===== src/rtl/rst_seq_pkg.sv =====
// Shared definitions for the reset sequencer: state encoding, widths and a saturating
// increment helper.
package rst_seq_pkg;

  localparam int unsigned STATE_W = 3;
  localparam int unsigned LOST_W  = 8;

  localparam logic [STATE_W-1:0] WAIT_LOCK = 3'd0;
  localparam logic [STATE_W-1:0] HOLD      = 3'd1;
  localparam logic [STATE_W-1:0] RELEASE   = 3'd2;
  localparam logic [STATE_W-1:0] RUN       = 3'd3;
  localparam logic [STATE_W-1:0] SW_HOLD   = 3'd4;

  // Increment that sticks at all-ones instead of wrapping.
  function automatic logic [LOST_W-1:0] sat_inc(input logic [LOST_W-1:0] v);
    return (v == '1) ? v : v + LOST_W'(1);
  endfunction

endpackage


===== src/rtl/rst_seq_timer.sv =====
// Shared interval timer: counts enabled cycles from zero and flags the cycle on which
// the count reaches limit-1. Holds at all-ones rather than wrapping.
module rst_seq_timer #(
  parameter int unsigned CNT_W = 8
) (
  input  logic             clk_i,
  input  logic             rst_i,
  input  logic             clr_i,
  input  logic             en_i,
  input  logic [CNT_W-1:0] limit_i,
  output logic             done_o
);

  logic [CNT_W-1:0] cnt_d, cnt_q;

  // Next count: clear wins over enable; saturate at the top value.
  always_comb begin
    cnt_d = cnt_q;
    if (clr_i) begin
      cnt_d = '0;
    end else if (en_i && (cnt_q != '1)) begin
      cnt_d = cnt_q + CNT_W'(1);
    end
  end

  // Counter register with synchronous reset.
  always_ff @(posedge clk_i) begin
    if (rst_i) begin
      cnt_q <= '0;
    end else begin
      cnt_q <= cnt_d;
    end
  end

  assign done_o = (cnt_q == (limit_i - CNT_W'(1)));

endmodule


===== src/rtl/rst_seq.sv =====
// Reset sequencer: filters PLL lock, holds every domain in reset for a fixed time, then
// releases the domains one by one (index 0 first). Lock loss or a software request
// re-asserts all domains.
module rst_seq
  import rst_seq_pkg::*;
#(
  parameter int unsigned N_OUT     = 3,
  parameter int unsigned LOCK_FILT = 16,
  parameter int unsigned HOLD_CYC  = 8,
  parameter int unsigned STAGE_GAP = 4,
  parameter int unsigned CNT_W     = 8
) (
  input  logic              clk,
  input  logic              rst,
  input  logic              pll_lock,
  input  logic              sw_rst_req,
  output logic              sw_rst_ack,
  output logic [N_OUT-1:0]  rst_out,
  output logic              ready,
  output logic [LOST_W-1:0] lost_cnt
);

  localparam int unsigned STAGE_W = $clog2(N_OUT + 1);

  logic [STATE_W-1:0] state_d, state_q;
  logic [STAGE_W-1:0] stage_d, stage_q;
  logic [N_OUT-1:0]   rst_out_d, rst_out_q;
  logic               ready_d, ready_q;
  logic               ack_d, ack_q;
  logic [LOST_W-1:0]  lost_d, lost_q;

  logic               tmr_en, tmr_clr, tmr_clr_evt, tmr_done;
  logic [CNT_W-1:0]   tmr_limit;

  // Interval length for whichever state is currently timing.
  always_comb begin
    case (state_q)
      WAIT_LOCK: tmr_limit = CNT_W'(LOCK_FILT);
      HOLD:      tmr_limit = CNT_W'(HOLD_CYC);
      default:   tmr_limit = CNT_W'(STAGE_GAP);
    endcase
  end

  rst_seq_timer #(
    .CNT_W (CNT_W)
  ) u_timer (
    .clk_i   (clk),
    .rst_i   (rst),
    .clr_i   (tmr_clr),
    .en_i    (tmr_en),
    .limit_i (tmr_limit),
    .done_o  (tmr_done)
  );

  // Timer restarts on every state change as well as on explicit in-state events.
  assign tmr_clr = tmr_clr_evt || (state_d != state_q);

  // Sequencing FSM; lock loss outranks the software request, which outranks expiry.
  always_comb begin
    state_d     = state_q;
    stage_d     = stage_q;
    rst_out_d   = rst_out_q;
    ready_d     = ready_q;
    ack_d       = ack_q;
    lost_d      = lost_q;
    tmr_en      = 1'b0;
    tmr_clr_evt = 1'b0;

    if ((state_q != WAIT_LOCK) && !pll_lock) begin
      state_d   = WAIT_LOCK;
      stage_d   = '0;
      rst_out_d = '1;
      ready_d   = 1'b0;
      ack_d     = 1'b0;
      lost_d    = sat_inc(lost_q);
    end else begin
      case (state_q)
        WAIT_LOCK: begin
          if (!pll_lock) begin
            tmr_clr_evt = 1'b1;
          end else if (tmr_done) begin
            state_d = HOLD;
          end else begin
            tmr_en = 1'b1;
          end
        end
        HOLD: begin
          if (tmr_done) begin
            rst_out_d[0] = 1'b0;
            stage_d      = STAGE_W'(1);
            if (N_OUT == 1) begin
              state_d = RUN;
              ready_d = 1'b1;
            end else begin
              state_d = RELEASE;
            end
          end else begin
            tmr_en = 1'b1;
          end
        end
        RELEASE: begin
          if (sw_rst_req) begin
            state_d   = SW_HOLD;
            stage_d   = '0;
            rst_out_d = '1;
            ready_d   = 1'b0;
            ack_d     = 1'b1;
          end else if (tmr_done) begin
            // Clearing every index up to the stage keeps releases strictly in order.
            for (int unsigned i = 0; i < N_OUT; i++) begin
              if (STAGE_W'(i) <= stage_q) begin
                rst_out_d[i] = 1'b0;
              end
            end
            stage_d = stage_q + STAGE_W'(1);
            if (stage_q == STAGE_W'(N_OUT - 1)) begin
              state_d = RUN;
              ready_d = 1'b1;
            end else begin
              tmr_clr_evt = 1'b1;
            end
          end else begin
            tmr_en = 1'b1;
          end
        end
        RUN: begin
          if (sw_rst_req) begin
            state_d   = SW_HOLD;
            stage_d   = '0;
            rst_out_d = '1;
            ready_d   = 1'b0;
            ack_d     = 1'b1;
          end
        end
        SW_HOLD: begin
          if (!sw_rst_req) begin
            state_d = HOLD;
            ack_d   = 1'b0;
          end
        end
        default: begin
          state_d   = WAIT_LOCK;
          stage_d   = '0;
          rst_out_d = '1;
          ready_d   = 1'b0;
          ack_d     = 1'b0;
        end
      endcase
    end
  end

  // State and output registers with synchronous reset.
  always_ff @(posedge clk) begin
    if (rst) begin
      state_q   <= WAIT_LOCK;
      stage_q   <= '0;
      rst_out_q <= '1;
      ready_q   <= 1'b0;
      ack_q     <= 1'b0;
      lost_q    <= '0;
    end else begin
      state_q   <= state_d;
      stage_q   <= stage_d;
      rst_out_q <= rst_out_d;
      ready_q   <= ready_d;
      ack_q     <= ack_d;
      lost_q    <= lost_d;
    end
  end

  assign rst_out    = rst_out_q;
  assign ready      = ready_q;
  assign sw_rst_ack = ack_q;
  assign lost_cnt   = lost_q;

endmodule


===== config.mk =====
export PLATFORM = sky130hd
export DESIGN_NAME = rst_seq
export DESIGN_NICKNAME = d
export VERILOG_FILES = /design/src/rtl/rst_seq_pkg.sv /design/src/rtl/rst_seq_timer.sv /design/src/rtl/rst_seq.sv
export SDC_FILE = /design/constraint.sdc
export NUM_CORES = 1
export LEC_CHECK = 0
export CAP_MARGIN = 30
export CORE_ASPECT_RATIO = 0.6
export CORE_MARGIN = 8
export CORE_UTILIZATION = 59
export CTS_CLUSTER_DIAMETER = 200
export DETAILED_ROUTE_END_ITERATION = 6
export MAX_ROUTING_LAYER = met4
export PLACE_DENSITY_LB_ADDON = 0.15
export SYNTH_ARGS = -nofsm -noshare
export SYNTH_HDL_FRONTEND = slang
export SYNTH_SLANG_ARGS = --single-unit

===== constraint.sdc =====
create_clock -name clk -period 4.05 [get_ports clk]
set_input_delay 0.405 -clock clk [delete_from_list [all_inputs] [get_ports clk]]
set_output_delay 0.405 -clock clk [all_outputs]
set_load 0.005 [all_outputs]

# Yosys cells after proc, flatten, opt, wreduce, memory -nomap -nowiden

Index checks and enable logic that the tools add are counted.

$add $sub $neg: 4
Order comparisons: 3
Equality and inequality tests: 18
Mux-type cells: 44
Bitwise logic cells: 4
Reduce and logical (&&, ||, !) cells: 19

Operator list:

| kind                                                                            | count |
|---|---|
| 3-bit 2-to-1 mux                                                                | 12 |
| 1-bit 2-to-1 mux                                                                | 19 |
| 8-bit by 1-bit adder with 8-bit output, second input constant                   | 2 |
| 4-bit AND reduction                                                             | 4 |
| 3-bit inequality test, second input constant                                    | 5 |
| 3-bit one-hot mux with 5 select lines                                           | 1 |
| 5-bit one-hot mux with 2 select lines                                           | 1 |
| 2-bit OR reduction                                                              | 5 |
| 1-bit one-hot mux with 3 select lines                                           | 3 |
| 8-bit equality test                                                             | 1 |
| 8-bit equality test, second input constant                                      | 1 |
| 2-bit 2-to-1 mux                                                                | 4 |
| 8-bit inequality test, second input constant                                    | 1 |
| 2-bit one-hot mux with 4 select lines                                           | 1 |
| 3-bit by 2-bit equality test with 1-bit output, second input constant           | 2 |
| 2-bit inequality test, second input constant                                    | 3 |
| 2-bit one-hot mux with 3 select lines                                           | 1 |
| 5-bit by 1-bit subtractor with 6-bit output, second input constant              | 1 |
| 5-bit AND reduction                                                             | 1 |
| 1-bit by 2-bit less-or-equal comparator with 1-bit output, first input constant | 2 |
| 1-bit NOT                                                                       | 4 |
| 1-bit one-hot mux with 4 select lines                                           | 1 |
| 3-bit by 1-bit equality test with 1-bit output, second input constant           | 1 |
| 3-bit equality test, second input constant                                      | 1 |
| 14 further kinds                                                                | 15 |

Bits in registers: 26
Input port bits: 4
Output and inout bits: 13
Word-level logic and storage cells: 101

# Logic depth before layout (Yosys ltp)

Gate-level depths: netlist (run 1).

Word-level depth: 11
Depth in mapped cells: 7
Gate-level depth less buffers: 6

# Hierarchy

From an unflattened synthesis (run 1), not the netlist that was laid out.

Cells, all modules: 203
Area, all modules: 1696.6 µm²

Modules (own cells, without submodules):

| module        | times used | cells each | area an instance (µm²) | sequential area each (µm²) |
|---|---|---|---|---|
| rst_seq       | 1          | 128        | 1091.0                 | 360.3 |
| rst_seq_timer | 1          | 75         | 605.6                  | 160.2 |

# Worst setup path after synthesis (run 1)

Ideal clock, no wire load.

Path type: register to register
Start: register u_timer.cnt_q[2]
End: register stage_q[1]
Library setup time: 0.059 ns
Arrival: 1.727 ns
Required time: 3.991 ns
Setup slack: 2.264 ns
Stages on the path, launching flop included: 7
Buffers on the path: 1
Period minus slack after synthesis: 1.786 ns
Cells stage by stage: dfxtp_1 -> buf_6 -> or3b_4 -> o22ai_4 -> a2111oi_2 -> or4b_1 -> nand2_1

Cells in the longest elaborated chain, start to end: 3
Elaborated cells on any way between the ends: 4
Classes of those cells: eq/ne: 3; reduce/logical: 1

RTL lines:

| element                                                                                | line                | source |
|---|---|---|
| from (decl)                                                                            | rst_seq_timer.sv:14 | `logic [CNT_W-1:0] cnt_d, cnt_q;` |
| from (signal assigned)                                                                 | rst_seq_timer.sv:31 | `cnt_q <= cnt_d;` |
| 8-bit equality test (*)                                                                | rst_seq_timer.sv:35 | `assign done_o = (cnt_q == (limit_i - CNT_W'(1)));` |
| 3-bit inequality test (no source line) / 2-bit inequality test (equally long branches) | -                   |  |
| 4-bit AND reduction (no source line) (*)                                               | -                   |  |
| to (signal assigned)                                                                   | rst_seq.sv:163      | `stage_q <= stage_d;` |
| to (decl)                                                                              | rst_seq.sv:26       | `logic [STAGE_W-1:0] stage_d, stage_q;` |

Every way passes the cells marked *; elsewhere a longest branch is shown, timed or not.
A chain may end at the register's enable or synchronous reset.

# Worst setup path in the final report (run 1)

Start: register state_q[1]
End: register u_timer.cnt_q[1]

Cells in the longest elaborated chain, start to end: 11
Elaborated cells on any way between the ends: 33
Classes of those cells: add/sub: 1; eq/ne: 6; mux: 20; reduce/logical: 6

RTL lines:

| element                                                                                  | line                          | source |
|---|---|---|
| from (decl)                                                                              | rst_seq.sv:25                 | `logic [STATE_W-1:0] state_d, state_q;` |
| from (signal assigned)                                                                   | rst_seq.sv:162                | `state_q <= state_d;` |
| 3-bit by 1-bit equality test with 1-bit output / 3-bit zero test (equally long branches) | rst_seq.sv:37, rst_seq.sv:77  |  |
| 5-bit one-hot mux with 2 select lines                                                    | rst_seq.sv:37                 | `case (state_q)` |
| 5-bit by 1-bit subtractor with 6-bit output                                              | rst_seq_timer.sv:35           |  |
| 8-bit equality test                                                                      | rst_seq_timer.sv:35           |  |
| 3-bit 2-to-1 mux, on equally long branches                                               | rst_seq.sv:108, rst_seq.sv:81 |  |
| 3-bit 2-to-1 mux, on equally long branches                                               | rst_seq.sv:102, rst_seq.sv:79 |  |
| 3-bit one-hot mux with 5 select lines                                                    | rst_seq.sv:77                 | `case (state_q)` |
| 3-bit 2-to-1 mux                                                                         | rst_seq.sv:69                 | `if ((state_q != WAIT_LOCK) && !pll_lock) begin` |
| 3-bit inequality test                                                                    | rst_seq.sv:56                 | `assign tmr_clr = tmr_clr_evt \|\| (state_d != state_q);` |
| 1-bit logical OR                                                                         | rst_seq.sv:56                 |  |
| 2-bit OR reduction (no source line)                                                      | -                             |  |

Several ways; a longest one is shown, not always the timed one.

==> impl_metrics.yaml, run 1 <==
routing:
  num_vias: 1345
  drt-total-wl_um: 3630
  route.detailed.drc: 0
  detail_route.vias_per_cell: 6.26
  ant_nets: 0
  routedWlPerCell_um: 16.9
  drtIter0Drc: 143
  drtPass1Iterations: 4
grt:
  overflow: 0
  global_route_wire_length_before_repair_um: 5910
  vias_in_the_first_global_route: 1197
  largest_net_degree_at_the_start_of_global_routing: 16
  antenna_found_initial: 0
  track_usage: 0.181
sta:
  worst_slew_pin_slew_ns: 0.710
  slew_headroom: 0.527
  rsz0062_at_grt: "false"
  final.min_clock_period_ns: 2.14
  final_hold_viol_count: 0
  max_freq_ghz: 0.467
  timing.final.crit_share: 0.529
  final_max_slew_viol_count: 0
  fin_skew_ns: 0.00212
  fin_tns_setup_ns: 0
  setup-violations-final: 0
cts:
  clock_tree_from_tritoncts: "yes"
  clock-sinks: 26
  hold_buffer_count_at_cts: 0
  cts_resized: 0
  htreeDepth: 1
  cts-root-buf: "clkbuf_8"
  post-cts-setup-buffer-count: 0
  max-clock-path-buffers: 2
  clock_pin_slew_of_the_registers_on_the_worst_case_setup_and_hold_paths_ns: 0.09
  cts_buffers: 3
  clkLatencyLatePin_ns: 0.27
synthesis:
  mean_syn_cell_area_um2: 8.48
  synth-compound-area-share: 0.205
  post_synth_simple_gate_area: 0.246
  synth.ff_latch_count: 26
  synth_seq_area_share: 0.357
  syn-instance-count: 172
  post_synthesis_mux_area_share: 0.00686
  combined_area_of_all_synthesized_cells_mm2: 0.00146
  mappedNetlistNets: 180
  yosysWarnings: 0
  adder_and_majority_gate_portion_of_the_synthesized_area: 0.0412
  synth.distinct_cells: 44
  synth_top_family_by_area: "simple AND/OR/NAND/NOR gates"
  synth-xor-area-share: 0.0901
power_and_ir_drop:
  leakage_nw: 0.552
  power_per_cell_area_mw_per_mm2: 270
  design_power_total_mw: 0.448
  ir_worst_vdd_v: 0.000228
setup_path:
  path_max_fanout: 15
  critPathArrivalTime_ns: 2.35
  worst-r2r-setup-slack_ns: 1.91
  timing.critical_path.from_type: "flop"
  cp_data_required_time_ns: 4.26
  critPathKind: "flop to flop"
  end_kind: "flop"
place:
  io_buffer_count: 16
  detailed_place_hpwl_um: 2580
  placedInstanceArea_mm2: 0.00161
  place.gp.congestion: 0.906
  placed_cells: 211
layout:
  post_layout_nonfiller_instances: 215
  fillCellCount: 196
  final_area_mm2: 0.00166
  insertedDiodeCount: 0
  nNetsFinal: 192
  layout-area-overhead-vs-synth_pct: 13.9
  post_route_cells_drive_above_1_share: 0.0601
run_status:
  run_status: "finished clean"
floorplanning:
  design.portCount: 17
  initial_core_util: 0.604
  die-height_um: 54.5
  design.die.area_mm2: 0.00437
  die_span_x_um: 80.2
  coreArea_mm2: 0.00242
  fp-row-count: 14
hold_path:
  min_path_type: "flop to flop"
flow_run:
  reported_max_cap_violation_count: 0
worst paths after layout:
| check | end | cells after the start | startpoint |
|---|---|---|---|
| setup / recovery | u_timer.cnt_q[1]$_SDFFE_PP0P_ | 5 | state_q[1]$_SDFF_PP0_ |
| hold / removal | rst_out[0]$_SDFFE_PP1P_ | 2 | rst_out[0]$_SDFFE_PP1P_ |
| setup reg to reg | u_timer.cnt_q[1]$_SDFFE_PP0P_ | 5 | state_q[1]$_SDFF_PP0_ |
| hold reg to reg | rst_out[0]$_SDFFE_PP1P_ | 2 | rst_out[0]$_SDFFE_PP1P_ |
state kept, by name, summed over array words and instances, names as in the netlist:
signal,count
ready,1
stage_q,2
lost_cnt,8
state_q,3
u_timer.cnt_q,8
rst_out,3
sw_rst_ack,1
kinds of logic (layout without fill, tap and decap cells):
group | Yosys count | after routing
simple gates | 70 | 70
fa+ha+maj | 5 | 5
flops | 26 | 26
compound gates | 39 | 39
xor+xnor | 15 | 15
mux | 1 | 1
buf+inv | 16 | 27
synth_stat cells (all sizes together):
cell type	count	area, um^2
xor2	6	52.6
nor3	5	25.0
xnor2	9	78.8
a31oi	4	25.0
o211ai	3	22.5
nor2b	1	6.26
maj3	1	10.0
a2111o	1	11.3
clkbuf	4	15.0
dfxtp	26	521
a2bb2oi	1	8.76
o22ai	2	26.3
a21oi	4	20.0
o21ai	7	35.0
and2	3	20.0
a2111oi	1	15.0
a311oi	2	23.8
or3	1	6.26
and3	4	25.0
inv	7	26.3
nor3b	1	7.51
nor4	1	12.5
or2	1	6.26
buf	5	37.5
mux2i	1	10.0
nand2	7	26.3
nand3b	1	7.51
nand4	8	50.1
o2111ai	2	17.5
nor2	27	101
a41oi	2	17.5
or4b	1	10.0
or3b	1	11.3
ha	4	50.1
a211o	1	8.76
a211oi	3	22.5
o21a	3	22.5
a21o	3	22.5
nand3	5	25.0
nand2b	3	18.8
layout make-up:
| class | instances | area (um^2) | area share |
|---|---|---|---|
| well taps | 32 | 40.0 | 0.0241 |
| multi-input cells | 130 | 860 | 0.517 |
| inverters | 7 | 26.3 | 0.0158 |
| repair buffers | 16 | 160 | 0.0964 |
| flip-flops and latches | 26 | 520 | 0.313 |
| clock buffers | 4 | 55.1 | 0.0331 |
layout by cell type, fill, tap and decap left out, drive strengths merged, types with 2 or more instances in the layout:
master / instances
inv: 7
o21a: 3
nor2: 27
clkbuf: 4
a21oi: 4
a41oi: 2
and2: 3
nand2b: 3
nand3: 5
o2111ai: 2
o21ai: 7
a211oi: 3
nand4: 8
ha: 4
a311oi: 2
xor2: 6
o211ai: 3
a31oi: 4
clkdlybuf4s50: 16
and3: 4
a21o: 3
nand2: 7
dfxtp: 26
nor3: 5
o22ai: 2
xnor2: 9
per-layer routing:
metal	vias to the layer above	GRT usage	wire, um
li1	641	-	-
met1	624	0.238	1730
met2	73	0.256	1510
met3	7	0.0525	340
met4	0	0.0689	42
met5	-	-	0
stage by stage:
step	worst slack (ns)	hold WS, ns	utilization
finish	1.91	0.472	0.687
detailed placement	1.75	0.465	0.665
global placement	1.84	0.439	0.665
CTS	1.96	0.477	0.687
global route	1.80	0.535	0.687
floorplan	2.26	0.451	-
worst max-delay path: stages, from the launching register on:
cell and delay [ns]:
dfxtp_1 0.48, nor2_1 0.45, o22ai_4 0.19, and2_2 0.27, a2111o_1 0.51, a21oi_1 0.16
power by group:
group          switching (mW)  leakage, nW  internal [mW]  total, mW
sequential           0.000907        0.210          0.256      0.257
clock                  0.0835       0.0288         0.0871      0.171
combinational          0.0129        0.314        0.00791     0.0208
total                  0.0972        0.552          0.351      0.448
(Power assumes the default switching activity.)
==> inputs of run 2 (changes only) <==
- CORE_UTILIZATION: 59 -> 55
- clock period: 4.05 -> 2.2 ns (I/O delays scaled with it)
==> run 2 against run 1 <==
Via count unchanged; worst setup slack worse by 1.7 ns; maximum frequency rose by 9.2%; die area up 5.5%; core utilization about the same; sequential power up 84%; non-clock buffer count rose by 6; worst hold slack lost 0.00085 ns; cell area grew 3.7%; sequential share of layout area shrank 1.1 points; clock skew grew 0.0055 ns.
==> impl_metrics.yaml, run 2 (synthesized netlist as in run 1, its figures left out) <==
grt:
  track_usage: 0.169
  largest_net_degree_at_the_start_of_global_routing: 16
  global_route_wire_length_before_repair_um: 6110
  antenna_found_initial: 0
  overflow: 0
  vias_in_the_first_global_route: 1288
power_and_ir_drop:
  ir_worst_vdd_v: 0.000331
  leakage_nw: 0.591
  power_per_cell_area_mw_per_mm2: 528
routing:
  ant_nets: 0
  detail_route.vias_per_cell: 6.09
  drtIter0Drc: 133
  route.detailed.drc: 0
  drt-total-wl_um: 3590
  drtPass1Iterations: 4
  num_vias: 1345
  routedWlPerCell_um: 16.2
sta:
  fin_skew_ns: 0.00764
  final.min_clock_period_ns: 1.96
  timing.final.crit_share: 0.892
  rsz0062_at_grt: "false"
  setup-violations-final: 0
  final_max_slew_viol_count: 0
  final_hold_viol_count: 0
  max_freq_ghz: 0.510
  worst_slew_pin_slew_ns: 0.627
  slew_headroom: 0.582
  fin_tns_setup_ns: 0
layout:
  nNetsFinal: 198
  final_area_mm2: 0.00172
  layout-area-overhead-vs-synth_pct: 18.1
  insertedDiodeCount: 0
  layout.cells.most_common_list: "27 x nor2_1, 26 x dfxtp_1, 16 x clkdlybuf4s50_1"
  post_route_cells_drive_above_1_share: 0.0899
  layout.cells.most_common: "nor2_1"
  utilization: 0.688
cts:
  clock_tree_from_tritoncts: "yes"
  max-clock-path-buffers: 2
  htreeDepth: 1
  clock_pin_slew_of_the_registers_on_the_worst_case_setup_and_hold_paths_ns: 0.09
  hold_buffer_count_at_cts: 0
  cts-root-buf: "clkbuf_8"
  clkLatencyLatePin_ns: 0.27
  cts_buffers: 3
  cts_resized: 0
  clock-sinks: 26
  post-cts-setup-buffer-count: 0
setup_path:
  timing.critical_path.from_type: "flop"
  critPathArrivalTime_ns: 2.19
  cp_data_required_time_ns: 2.43
  end_kind: "flop"
  critPathKind: "flop to flop"
  path_max_fanout: 6
  worst-r2r-setup-slack_ns: 0.24
floorplanning:
  coreArea_mm2: 0.00250
  die_span_x_um: 82.5
  design.portCount: 17
  initial_core_util: 0.582
  fp-row-count: 14
  design.die.area_mm2: 0.00461
  die-height_um: 55.9
hold_path:
  min_path_type: "flop to flop"
place:
  detailed_place_hpwl_um: 2650
  placedInstanceArea_mm2: 0.00165
  io_buffer_count: 16
  place.gp.congestion: 1.03
run_status:
  run_status: "finished clean"
flow_run:
  reported_max_cap_violation_count: 0
==> run 2: cell types whose count changed in the layout (fill, tap and decap cells not counted), sizes merged <==
cell    previous run  this run
buf                0         6
bufinv             0         1
clkbuf             4         3
==> run 2: power breakdown <==
part	total [mW]	internal, mW	switching, mW
Sequential	0.473	0.471	0.00167
Clock	0.396	0.243	0.153
Combinational	0.0399	0.0157	0.0242
==> run 2: layout make-up <==
class | count | area, um^2
Tap cell | 32 | 40.0
Sequential cell | 26 | 520
Clock inverter | 1 | 30.0
Clock buffer | 3 | 41.3
Multi-Input combinational cell | 130 | 860
Timing Repair Buffer | 22 | 205
Fill cell | 197 | 782
Inverter | 7 | 26.3
==> run 2: path summary, 6_finish.rpt <==
path / startpoint / end / cells after the start
max reg2reg: u_timer.cnt_q[4]$_SDFFE_PP0P_ / stage_q[1]$_SDFFE_PP0P_ / 5
min: rst_out[2]$_SDFFE_PP1P_ / rst_out[2]$_SDFFE_PP1P_ / 1
min reg2reg: rst_out[2]$_SDFFE_PP1P_ / rst_out[2]$_SDFFE_PP1P_ / 1
max: u_timer.cnt_q[4]$_SDFFE_PP0P_ / stage_q[1]$_SDFFE_PP0P_ / 5
==> run 2: through the flow <==
step	total power, mW	worst slack [ns]	hold WS (ns)	instances
after floorplan	0.510	0.414	0.397	172
after global placement	0.521	0.206	0.437	217
after detailed placement	0.523	0.100	0.453	217
after CTS	0.914	0.251	0.473	221
after global routing	0.939	0.108	0.495	221
final	0.909	0.238	0.471	221
==> run 2: metal layers <==
metal,wire (um),GRT usage
met1,1590,0.224
met2,1560,0.241
met3,431,0.0597
met4,0,0.0293
met5,0,-
==> run 2: critical path, cell delays in order (launching register included) <==
cell and delay [ns]:
dfxtp_1 0.37, nor4_2 0.44, and2_1 0.33, a2111oi_2 0.15, or4b_1 0.54, nand2_1 0.08
==> RTL change 1, RTL diff (settings of run 1) <==
The package constant `LOST_W` goes from 8 to 10.
--- a/src/rtl/rst_seq_pkg.sv
+++ b/src/rtl/rst_seq_pkg.sv
@@ -3,7 +3,7 @@
 package rst_seq_pkg;
 
   localparam int unsigned STATE_W = 3;
-  localparam int unsigned LOST_W  = 8;
+  localparam int unsigned LOST_W  = 10;
 
   localparam logic [STATE_W-1:0] WAIT_LOCK = 3'd0;
   localparam logic [STATE_W-1:0] HOLD      = 3'd1;
Interface: changed (resized lost_cnt); port bits go from 17 to 19. No check against the original RTL was run, so the function may have changed too.
==> RTL change 1 against run 1 <==
  * Sequential cell count rose by 2
  * Synthesized area grew 7.8%
  * Synthesized cell count rose by 15%
  * Clock power increased by 29%
  * Sequential share of layout area fell by 0.75 points
  * Total power increased by 19%
  * Worst setup slack worse by 0.36 ns
  * Cell area up 10%
  * Routed wire length up 6.6%
  * Utilization grew 3.9 points
  * Critical endpoint unchanged
==> RTL change 1: results (changes against run 1) <==
metric,value,unit,change
synthAdderAreaFrac,3.18,%,-0.93 points
met2_length,1520,um,+0.66%
drt_pass1_iterations,5,,+1
grt.total_usage,18.1,%,-0.056 points
grt_use_met1,25.6,%,+1.8 points
reg2regPathDepth,7,,+2
p_leak,0.635,nW,+15%
hold_end,rst_out[2],,
drive_gt1_share,6.57,%,+0.56 points
cp-startpoint,u_timer.cnt_q[1],,
dp_hpwl,2960,um,+15%
holdCritStartpoint,rst_out[2],,
clockPowerShare,41.3,%,+3.3 points
num_vias,1509,,+12%
n_fill_cell,194,,-1.0%
ys_seq_area_share,35.6,%,-0.037 points
ir_worst_vdd,0.000198,V,-13%
grt_pass1_vias,1327,,+11%
post_drt_wl_per_cell,15.8,um,-6.4%
finalNetCount,222,,+16%
synth_common_cells,"35 x nor2_1, 28 x dfxtp_1, 21 x nand2_1, 12 x a21oi_1, 11 x nand3_1",,
arrival,2.65,ns,+0.30 ns
synthMuxAreaShare,2.78,%,+2.1 points
worstPathMaxFanout,8,,-7
reg2reg_slack,1.55,ns,-0.36 ns
outcome,"finished, final reports clean",,
dp.cells,241,,+14%
synth_compound_area_share,17.2,%,-3.3 points
[RTL change 1: critical path, stage by stage (launching register included)]
cell and delay, ns:
dfxtp_1 0.40, ha_1 0.25, or4b_4 0.51, a211oi_2 0.31, a21boi_2 0.25, o21ai_1 0.11
mux2i_2 0.42, nor2_1 0.12
[RTL change 1: layout make-up]
| class | instances | area, um^2 | share of cell area [%] |
|---|---|---|---|
| Multi-Input combinational cell | 157 | 958 | 52.3 |
| Inverter | 6 | 22.5 | 1.23 |
| Clock buffer | 3 | 41.3 | 2.25 |
| Clock inverter | 1 | 30.0 | 1.64 |
| Sequential cell | 28 | 561 | 30.6 |
| Tap cell | 32 | 40.0 | 2.18 |
| Timing Repair Buffer | 18 | 180 | 9.83 |
[RTL change 1: metrics by stage]
stage	setup slack, ns	instance area [um^2]	hold WS [ns]
after global placement	1.68	1760	0.449
after detailed placement	1.59	1760	0.454
final	1.55	1830	0.469
after global routing	1.38	1830	0.490
after floorplan	1.94	1570	0.453
after CTS	1.61	1830	0.473
==> RTL change 2, RTL diff (config.mk and constraints of run 1) <==
Without the edit above. Make the reset (`rst` and `rst_i`) asynchronous in 2 clocked blocks. Comments in the files are not updated.
--- a/src/rtl/rst_seq_timer.sv
+++ b/src/rtl/rst_seq_timer.sv
@@ -24,7 +24,7 @@
   end
 
   // Counter register with synchronous reset.
-  always_ff @(posedge clk_i) begin
+  always_ff @(posedge clk_i or posedge rst_i) begin
     if (rst_i) begin
       cnt_q <= '0;
     end else begin
--- a/src/rtl/rst_seq.sv
+++ b/src/rtl/rst_seq.sv
@@ -150,7 +150,7 @@
   end
 
   // State and output registers with synchronous reset.
-  always_ff @(posedge clk) begin
+  always_ff @(posedge clk or posedge rst) begin
     if (rst) begin
       state_q   <= WAIT_LOCK;
       stage_q   <= '0;
Behaviour: no difference found for any inputs over 10 cycles, from zero or initial values and one cycle with rst high; that may be too few to reach the edited logic, so the function may still have changed.
==> RTL change 2 against run 1 <==
  * Global-route usage down 1.7 points
  * Critical path depth up 1
  * Die area up 9.9%
  * Sequential share of layout area up 3.3 points
  * Synthesized area up 13%
  * Worst setup slack worse by 0.076 ns
  * Cell area up 14%
  * Routed wire length up 7.1%
  * Sequential cell count unchanged
  * Synthesized cell count up 1.7%
  * Maximum frequency down 3.4%
Power is not compared: it rests on default switching activity, and its combinational part moved more than twofold at a synthesized area within 25%.
==> RTL change 2: results (changes against run 1) <==
metric,value,unit,change
outcome,"finished, final reports clean",,
hp-class,in -> async,,
syn_area_per_cell,9.44,um^2,+11%
async_flop_share,100,%,+100 points
arrival,2.44,ns,+0.09 ns
placed_area,1790,um^2,+12%
rr_startpoint,state_q[0],,
clock_skew,0.0103,ns,+0.00816 ns
ys_types,51,,+16%
worstPathMaxFanout,12,,-3
ys_top_cells_by_area,"dfrtp_1 35%, dfstp_2 4.8%, xnor2_1 4.8%",,
dp_hpwl,2750,um,+6.6%
first_iter_violations,161,,+13%
vias_per_cell,6.05,,-3.3%
pre_cts_slack,1.55,ns,-0.201 ns
p_leak,0.779,nW,
dp.cells,216,,+2.4%
n_fill_cell,211,,+7.7%
synthFlopType,dfrtp_1,,
fin_crit,2.22,ns,+0.0758 ns
hold_ws,0.303,ns,-0.169 ns
syn-num-nets,183,,+1.7%
num_vias,1337,,-0.59%
reg2reg_slack,1.97,ns,+0.06 ns
place.gp.congestion,0.917,,+1.2%
grt.total_usage,16.4,%,-1.7 points
post_drt_wl_per_cell,17.6,um,+4.2%
reg2reg_to,u_timer.cnt_q[0],,
cp-startpoint,pll_lock,,
finalNetCount,196,,+2.1%
grt_pass1_wl,6250,um,+5.8%
multi_input_area,897,um^2,+4.4%
cp-endpoint,u_timer.cnt_q[4],,
cts_setup_buffers,0,,unchanged
ys_seq_area_share,39.6,%,+3.9 points
slew_headroom,59.9,%,+7.3 points
drive_gt1_share,12.3,%,+6.3 points
drt_pass1_iterations,5,,+1
synth_common_cells,"23 x dfrtp_1, 16 x nor2_1, 12 x nand2_1, 10 x inv_1, 9 x xnor2_1",,
[RTL change 2: changes by cell type after synthesis, sizes merged, moves of 5 or more]
| cell | before | now |
|---|---|---|
| dfrtp | 0 | 23 |
| dfxtp | 26 | 0 |
| nand2 | 7 | 13 |
| nand4 | 8 | 3 |
| nor2 | 27 | 17 |
[RTL change 2: kinds of logic (layout without fill, tap and decap cells)]
| kind of cell | after synthesis | after routing | synth area share [%] |
|---|---|---|---|
| xor gates and xnor gates | 14 | 14 | 7.42 |
| AOI/OAI and AO/OA | 41 | 41 | 19.7 |
| DFF | 26 | 26 | 39.6 |
| adders and majority gates | 4 | 4 | 3.03 |
| muxes | 2 | 2 | 1.29 |
| and+or+nand+nor | 69 | 69 | 22.9 |
| buffers and inverters | 19 | 31 | 6.06 |
[RTL change 2: layer usage]
layer	global-route usage, %	wire (um)	up-vias
li1	-	-	641
met3	4.69	328	7
met2	21.7	1670	51
met4	3.91	45	0
met5	-	0	-
met1	23.7	1850	638
[RTL change 2: power breakdown]
part | switching, mW | internal (mW) | total (mW)
sequential | 0.0105 | 0.270 | 0.281
clock | 0.0850 | 0.132 | 0.217
combinational | 0.0288 | 0.0290 | 0.0578
total | 0.124 | 0.432 | 0.556
[RTL change 2: critical path: cells and delay by family]
family / cells / cell delay, ns
AND/OR/NAND/NOR: 2 / 0.72
buffers and inverters: 1 / 0.76
AO/OA/AOI/OAI: 3 / 0.55
[RTL change 2: cell type report]
class | instances | share of cell area (%)
tap | 34 | 2.25
inverter | 10 | 1.99
sequential | 26 | 34.6
multi-input combinational | 130 | 47.5
timing repair buffer | 17 | 9.93
clock inverter | 1 | 1.59
clock buffer | 3 | 2.18
